[src/rtl/button_updown_counter_if.sv]
// Pushbutton inputs and BCD/7-segment outputs of button_updown_counter.
// The board or bench drives the master side; the counter uses the slave side.
interface button_updown_counter_if #(
  parameter int N_DIGITS = 2
);
  logic                  i_Switch_1;
  logic                  i_Switch_2;
  logic [4*N_DIGITS-1:0] o_Count;
  logic [7*N_DIGITS-1:0] o_Segments;
  logic                  o_Wrap;

  modport master (
    output i_Switch_1, i_Switch_2,
    input  o_Count, o_Segments, o_Wrap
  );

  modport slave (
    input  i_Switch_1, i_Switch_2,
    output o_Count, o_Segments, o_Wrap
  );
endinterface

[src/rtl/button_updown_counter.sv]
// Debounced UP/DOWN pushbuttons step an N_DIGITS BCD counter shown on 7-segment displays.
// Optional auto-repeat while one button is held: define BUTTON_COUNTER_REPEAT_EN.
module button_updown_counter #(
    parameter int DEBOUNCE_TIME = 250_000,
    parameter int N_DIGITS      = 2,
    parameter int REPEAT_DELAY  = 12_500_000,
    parameter int REPEAT_PERIOD = 2_500_000
) (
    input logic i_Clk,
    input logic i_Rst_L,
    button_updown_counter_if.slave bus
);

    localparam int DW = $clog2(DEBOUNCE_TIME + 1);
    localparam int CW = 4 * N_DIGITS;
    localparam int SW = 7 * N_DIGITS;

    if (N_DIGITS < 1 || N_DIGITS > 4 || DEBOUNCE_TIME < 2 ||
        REPEAT_DELAY < 1 || REPEAT_PERIOD < 1) begin : g_bad_params
        $error("button_updown_counter: parameter out of range");
    end

    function automatic logic [6:0] seg7(input logic [3:0] d);
        case (d)
            4'd0:    seg7 = 7'b1000000;
            4'd1:    seg7 = 7'b1111001;
            4'd2:    seg7 = 7'b0100100;
            4'd3:    seg7 = 7'b0110000;
            4'd4:    seg7 = 7'b0011001;
            4'd5:    seg7 = 7'b0010010;
            4'd6:    seg7 = 7'b0000010;
            4'd7:    seg7 = 7'b1111000;
            4'd8:    seg7 = 7'b0000000;
            4'd9:    seg7 = 7'b0010000;
            default: seg7 = 7'b1111111;
        endcase
    endfunction

    // bit 0 = UP (Switch_1), bit 1 = DOWN (Switch_2)
    logic [1:0]    sync_a, sync_b, deb, deb_q, rise;
    logic [DW-1:0] db_cnt [2];
    logic          up_evt, dn_evt, step_up, step_dn;
    logic [CW-1:0] count, count_nxt;
    logic [SW-1:0] segs;
    logic          wrap, wrap_nxt;

    always_ff @(posedge i_Clk or negedge i_Rst_L) begin
        if (!i_Rst_L) begin
            sync_a <= '0;
            sync_b <= '0;
            deb    <= '0;
            deb_q  <= '0;
            for (int i = 0; i < 2; i++) db_cnt[i] <= '0;
        end else begin
            sync_a <= {bus.i_Switch_2, bus.i_Switch_1};
            sync_b <= sync_a;
            deb_q  <= deb;
            for (int i = 0; i < 2; i++) begin
                if (sync_b[i] != deb[i]) begin
                    if (db_cnt[i] == DW'(DEBOUNCE_TIME - 1)) begin
                        deb[i]    <= sync_b[i];
                        db_cnt[i] <= '0;
                    end else begin
                        db_cnt[i] <= db_cnt[i] + 1'b1;
                    end
                end else begin
                    db_cnt[i] <= '0;
                end
            end
        end
    end

    // Press edges only; a same-cycle UP+DOWN pair cancels out.
    assign rise   = deb & ~deb_q;
    assign up_evt = rise[0] & ~rise[1];
    assign dn_evt = rise[1] & ~rise[0];

`ifdef BUTTON_COUNTER_REPEAT_EN
    logic [31:0] hold_cnt, rep_limit;
    logic        in_repeat, held_one, rep_fire;

    assign held_one  = deb[0] ^ deb[1];
    assign rep_limit = in_repeat ? 32'(REPEAT_PERIOD - 1) : 32'(REPEAT_DELAY - 1);
    assign rep_fire  = held_one && (rise == 2'b00) && (hold_cnt == rep_limit);

    always_ff @(posedge i_Clk or negedge i_Rst_L) begin
        if (!i_Rst_L) begin
            hold_cnt  <= '0;
            in_repeat <= 1'b0;
        end else if (!held_one || (rise != 2'b00)) begin
            hold_cnt  <= '0;
            in_repeat <= 1'b0;
        end else if (rep_fire) begin
            hold_cnt  <= '0;
            in_repeat <= 1'b1;
        end else begin
            hold_cnt  <= hold_cnt + 32'd1;
        end
    end

    assign step_up = up_evt | (rep_fire & deb[0]);
    assign step_dn = dn_evt | (rep_fire & deb[1]);
`else
    assign step_up = up_evt;
    assign step_dn = dn_evt;
`endif

    // BCD ripple: carry/borrow surviving past the top digit is the wrap.
    always_comb begin
        logic cy;
        count_nxt = count;
        wrap_nxt  = 1'b0;
        cy        = 1'b1;
        if (step_up) begin
            for (int i = 0; i < N_DIGITS; i++) begin
                if (cy) begin
                    if (count[i*4 +: 4] == 4'd9) begin
                        count_nxt[i*4 +: 4] = 4'd0;
                    end else begin
                        count_nxt[i*4 +: 4] = count[i*4 +: 4] + 4'd1;
                        cy = 1'b0;
                    end
                end
            end
            wrap_nxt = cy;
        end else if (step_dn) begin
            for (int i = 0; i < N_DIGITS; i++) begin
                if (cy) begin
                    if (count[i*4 +: 4] == 4'd0) begin
                        count_nxt[i*4 +: 4] = 4'd9;
                    end else begin
                        count_nxt[i*4 +: 4] = count[i*4 +: 4] - 4'd1;
                        cy = 1'b0;
                    end
                end
            end
            wrap_nxt = cy;
        end
    end

    always_ff @(posedge i_Clk or negedge i_Rst_L) begin
        if (!i_Rst_L) begin
            count <= '0;
            wrap  <= 1'b0;
            segs  <= {N_DIGITS{7'b1000000}};
        end else begin
            count <= count_nxt;
            wrap  <= wrap_nxt;
            for (int i = 0; i < N_DIGITS; i++) segs[i*7 +: 7] <= seg7(count[i*4 +: 4]);
        end
    end

    assign bus.o_Count    = count;
    assign bus.o_Segments = segs;
    assign bus.o_Wrap     = wrap;

endmodule

[src/flat_wrapper.sv]
// flat-port wrapper written by rule: the top's interface ports become plain ports
module button_updown_counter_flat 
#(
    parameter int DEBOUNCE_TIME = 250_000,
    parameter int N_DIGITS      = 2,
    parameter int REPEAT_DELAY  = 12_500_000,
    parameter int REPEAT_PERIOD = 2_500_000
)
  (i_Clk, i_Rst_L, bus_i_Switch_1, bus_i_Switch_2, bus_o_Count, bus_o_Segments, bus_o_Wrap);
  button_updown_counter_if #(.N_DIGITS(N_DIGITS)) bus_i ();
  input logic i_Clk;
  input logic i_Rst_L;
  input wire logic [$bits(bus_i.i_Switch_1)-1:0] bus_i_Switch_1;
  input wire logic [$bits(bus_i.i_Switch_2)-1:0] bus_i_Switch_2;
  output wire logic [$bits(bus_i.o_Count)-1:0] bus_o_Count;
  output wire logic [$bits(bus_i.o_Segments)-1:0] bus_o_Segments;
  output wire logic [$bits(bus_i.o_Wrap)-1:0] bus_o_Wrap;
  assign bus_i.i_Switch_1 = bus_i_Switch_1;
  assign bus_i.i_Switch_2 = bus_i_Switch_2;
  assign bus_o_Count = bus_i.o_Count;
  assign bus_o_Segments = bus_i.o_Segments;
  assign bus_o_Wrap = bus_i.o_Wrap;
  button_updown_counter #(.DEBOUNCE_TIME(DEBOUNCE_TIME), .N_DIGITS(N_DIGITS), .REPEAT_DELAY(REPEAT_DELAY), .REPEAT_PERIOD(REPEAT_PERIOD)) u_core (.i_Clk(i_Clk), .i_Rst_L(i_Rst_L), .bus(bus_i));
endmodule
[config.mk]
export PLATFORM = sky130hd
export DESIGN_NAME = button_updown_counter_flat
export DESIGN_NICKNAME = d
export VERILOG_FILES = /design/src/rtl/button_updown_counter_if.sv /design/src/rtl/button_updown_counter.sv /design/src/flat_wrapper.sv
export SDC_FILE = /design/constraint.sdc
export NUM_CORES = 1
export LEC_CHECK = 0
export ABC_AREA = 1
export CAP_MARGIN = 20
export CORE_MARGIN = 2
export CORE_UTILIZATION = 40
export DETAILED_ROUTE_END_ITERATION = 10
export PLACE_DENSITY = 0.59
export SLEW_MARGIN = 30
export SYNTH_ARGS = -nofsm -noshare
export SYNTH_HDL_FRONTEND = slang
export SYNTH_SLANG_ARGS = --single-unit
[constraint.sdc]
create_clock -name i_Clk -period 2.59 [get_ports i_Clk]
set_input_delay 0.777 -clock i_Clk [delete_from_list [all_inputs] [get_ports i_Clk]]
set_output_delay 0.777 -clock i_Clk [all_outputs]
set_load 0.01 [all_outputs]
==> results_dict.tcl <==
set metrics [dict create \
    ys.flop_type "dfrtp_1" \
    yosysWarnings 0 \
    synth_edf_count 0 \
    tightest_slew_ps 532 \
    cp_cell_sequence "clkdlybuf4s50_1" \
    tritoncts "yes" \
    num_io_pins 27 \
    fmax_mhz 437 \
    required_ps 1810 \
    drt_iter0_markers 96 \
    synthTopCellsByCount "nor2_1 (99), nand2_1 (91), dfrtp_1 (65)" \
    fin_area_mm2 0.00430 \
    insertion_delay_ps 350 \
    crit_buf_inv 1 \
    initial_core_util_pct 41.7 \
    async_flop_share_pct 100 \
    cp_max_fo 12 \
    grt_pass1_wl_um 13000 \
    power_density_mw_per_mm2 493 \
    place.port_buffers 26 \
    period_share_pct 88.4 \
    cap_violations 0 \
    slew_headroom_pct 64.4 \
    post_cts_resized 0 \
    final_nets 513 \
    std_cell_rows 34 \
    outcome "finished, final reports clean" \
    dp_slack_ps 664 \
    path_class "register to output port" \
    drtAntennaViolNets 0 \
    leakage_uw 0.00188 \
    cts_max_path_buffers 2 \
    hp-start "u_core.sync_a[0]" \
    clock_sinks 67 \
    syn-cell-area_mm2 0.00367 \
    netlist_instances 460 \
    wire_per_inst_um 12.2 \
    postCtsSetupBuffers 0 \
    clock_skew_ps 10.1 \
    drive_gt1_share_pct 11.2 \
    synth_area_per_cell_um2 7.99 \
    critPathCaptureType "output port" \
    die_y_um 99.8 \
    fp.coreArea_mm2 0.00881 \
    dpl_cell_area_mm2 0.00407 \
    viasPerCell 4.86 \
    synthToLayoutAreaGrowth_pct 17.0 \
    grt_pass1_vias 2867 \
    hp-class "register to register" \
    synth_top_area_share_pct 44.3 \
    cts-root-buf "clkbuf_8" \
    synth_top_area_cell "dfrtp_1" \
    crit_start "u_core.bus.o_Count[2]" \
    critPathMaxStageDelay_ps 610 \
    htree_levels 3 \
    synth_area_leaders "dfrtp_1 (44%), nor2_1 (10%), nand2_1 (9.3%)" \
    synth-seq-cells 67 \
    finalSetupViolations 0 \
    synth_cell_type_count 33 \
    synth_fp_nets 478 \
    cp_top_family "buffers and inverters" \
    nFillCells 835 \
    drv_slew 0 \
    whs_ps 350 \
    rsz0062_at_grt "no" \
    antenna_found_initial 0 \
    max-vdd-ir-drop_mv 0.230 \
    hold_viol_final 0 \
    yosysMostFrequentCell "nor2_1" \
    finalSetupTns_ps 0 \
    post-route-drc-count 0 \
    ys_seq_area_share_pct 45.7 \
    cts_hold_buf 0 \
    die_area_mm2 0.00997 \
    place_congestion 0.906 \
    firstDrtPassIters 4 \
    antenna_cells 0 \
    grt_max_degree 68 \
    multi_input_area_mm2 0.00178 \
    fin_util_pct 48.8 \
    start_kind "register" \
    cts_inserted_buffers 9 \
    drt-total-wl_um 7440 \
    crit_arrival_ps 1510 \
    period_needed_ps 2290 \
    seq_area_mm2 0.00168 \
    hpwl_um 5350 \
    grt_usage_pct 16.4 \
    die-width_um 99.8 \
    clk_pin_slew_worst_paths_ps 70 \
    fin_ws_ps 300 \
    reg2reg_from "u_core.deb[1]" \
    globalRouteOverflowTotal 0 \
    vias 2956 \
    slowest_stage "clkdlybuf4s50_1" \
]
-- report_power, final --
| group | total [uW] | internal [uW] | switching [uW] |
|---|---|---|---|
| Sequential | 1070 | 1060 | 9.44 |
| Clock | 997 | 594 | 403 |
| Combinational | 56.5 | 16.9 | 39.6 |
-- registers in the layout (all words and copies together), names as in the netlist --
register / flops
u_core.deb: 2
u_core.deb_q: 2
u_core.db_cnt: 36
u_core.sync_b: 2
u_core.sync_a: 2
u_core.bus.o_Count: 8
u_core.bus.o_Segments: 14
u_core.bus.o_Wrap: 1
-- metrics by stage --
| step | std cells | power [uW] |
|---|---|---|
| 2_1_floorplan | 460 | 1110 |
| 3_3_place_gp | 592 | 1140 |
| 3_5_place_dp | 592 | 1150 |
| 4_1_cts | 608 | 2150 |
| 5_1_grt | 608 | 2210 |
| 6_report | 608 | 2120 |
-- worst reg2reg max path: cells and delay by family (launching register included) --
kind	cells	cell delay (ps)
buffers and inverters	3	280
AND/OR/NAND/NOR	5	560
flip-flops	1	410
AO/OA/AOI/OAI	1	80
adder cells (fa/ha/maj)	1	310
-- layout make-up --
type | count | area share, %
multi-input cells | 336 | 41.4
repair buffers | 27 | 6.41
inverters | 54 | 4.72
clock inverters | 4 | 1.69
clock buffers | 12 | 3.61
well taps | 108 | 3.15
flip-flops and latches | 67 | 39.1
-- logic make-up after synthesis --
logic type,Yosys count,synth area share (%)
DFF,67,45.7
adders and majority gates,14,4.77
AOI/OAI and AO/OA,40,6.06
buffers and inverters,57,5.93
xor gates and xnor gates,19,4.94
and+or+nand+nor,263,32.6
-- cells in the final DEF (no fill, tap or decap), types with 2 or more instances in the layout --
| cell type | n |
|---|---|
| ha_1 | 14 |
| clkdlybuf4s50_1 | 25 |
| dfstp_2 | 2 |
| nor3b_1 | 2 |
| bufinv_16 | 2 |
| dfrtp_1 | 65 |
| and2_1 | 2 |
| nor3_2 | 3 |
| nand3_2 | 4 |
| xnor2_2 | 2 |
| xor2_1 | 15 |
| nand2_2 | 7 |
| nand4_1 | 5 |
| nor2_2 | 8 |
| nand4_2 | 2 |
| o211ai_1 | 3 |
| clkbuf_8 | 11 |
| nor2_1 | 99 |
| a31oi_1 | 2 |
| nand3_1 | 25 |
| o21ai_2 | 2 |
| nand2_1 | 91 |
| inv_1 | 51 |
| nor3_1 | 7 |
| o21ai_0 | 17 |
| a21oi_1 | 14 |
| inv_2 | 3 |
| nor2_4 | 4 |
| xnor2_1 | 2 |
-- worst paths after layout --
check | slack [ps] | end | cells past startpoint
max | 300 | bus_o_Count[2] | 1
max in group asynchronous | 1810 | u_core.bus.o_Segments[6] | 2
min in group asynchronous | 430 | u_core.bus.o_Segments[8] | 2
max reg2reg | 840 | u_core.bus.o_Count[7] | 10
min reg2reg | 350 | u_core.sync_b[0] | 0
min | 350 | u_core.sync_b[0] | 0
-- metal layers --
| metal | GRT usage, % | up-vias | wire [um] |
|---|---|---|---|
| li1 | - | 1532 | - |
| met2 | 25.2 | 51 | 3360 |
| met4 | 7.48 | 0 | 159 |
| met3 | 3.69 | 15 | 218 |
| met5 | 0 | - | 0 |
| met1 | 22.2 | 1358 | 3700 |
No activity file was read; power rests on OpenSTA's default activity.
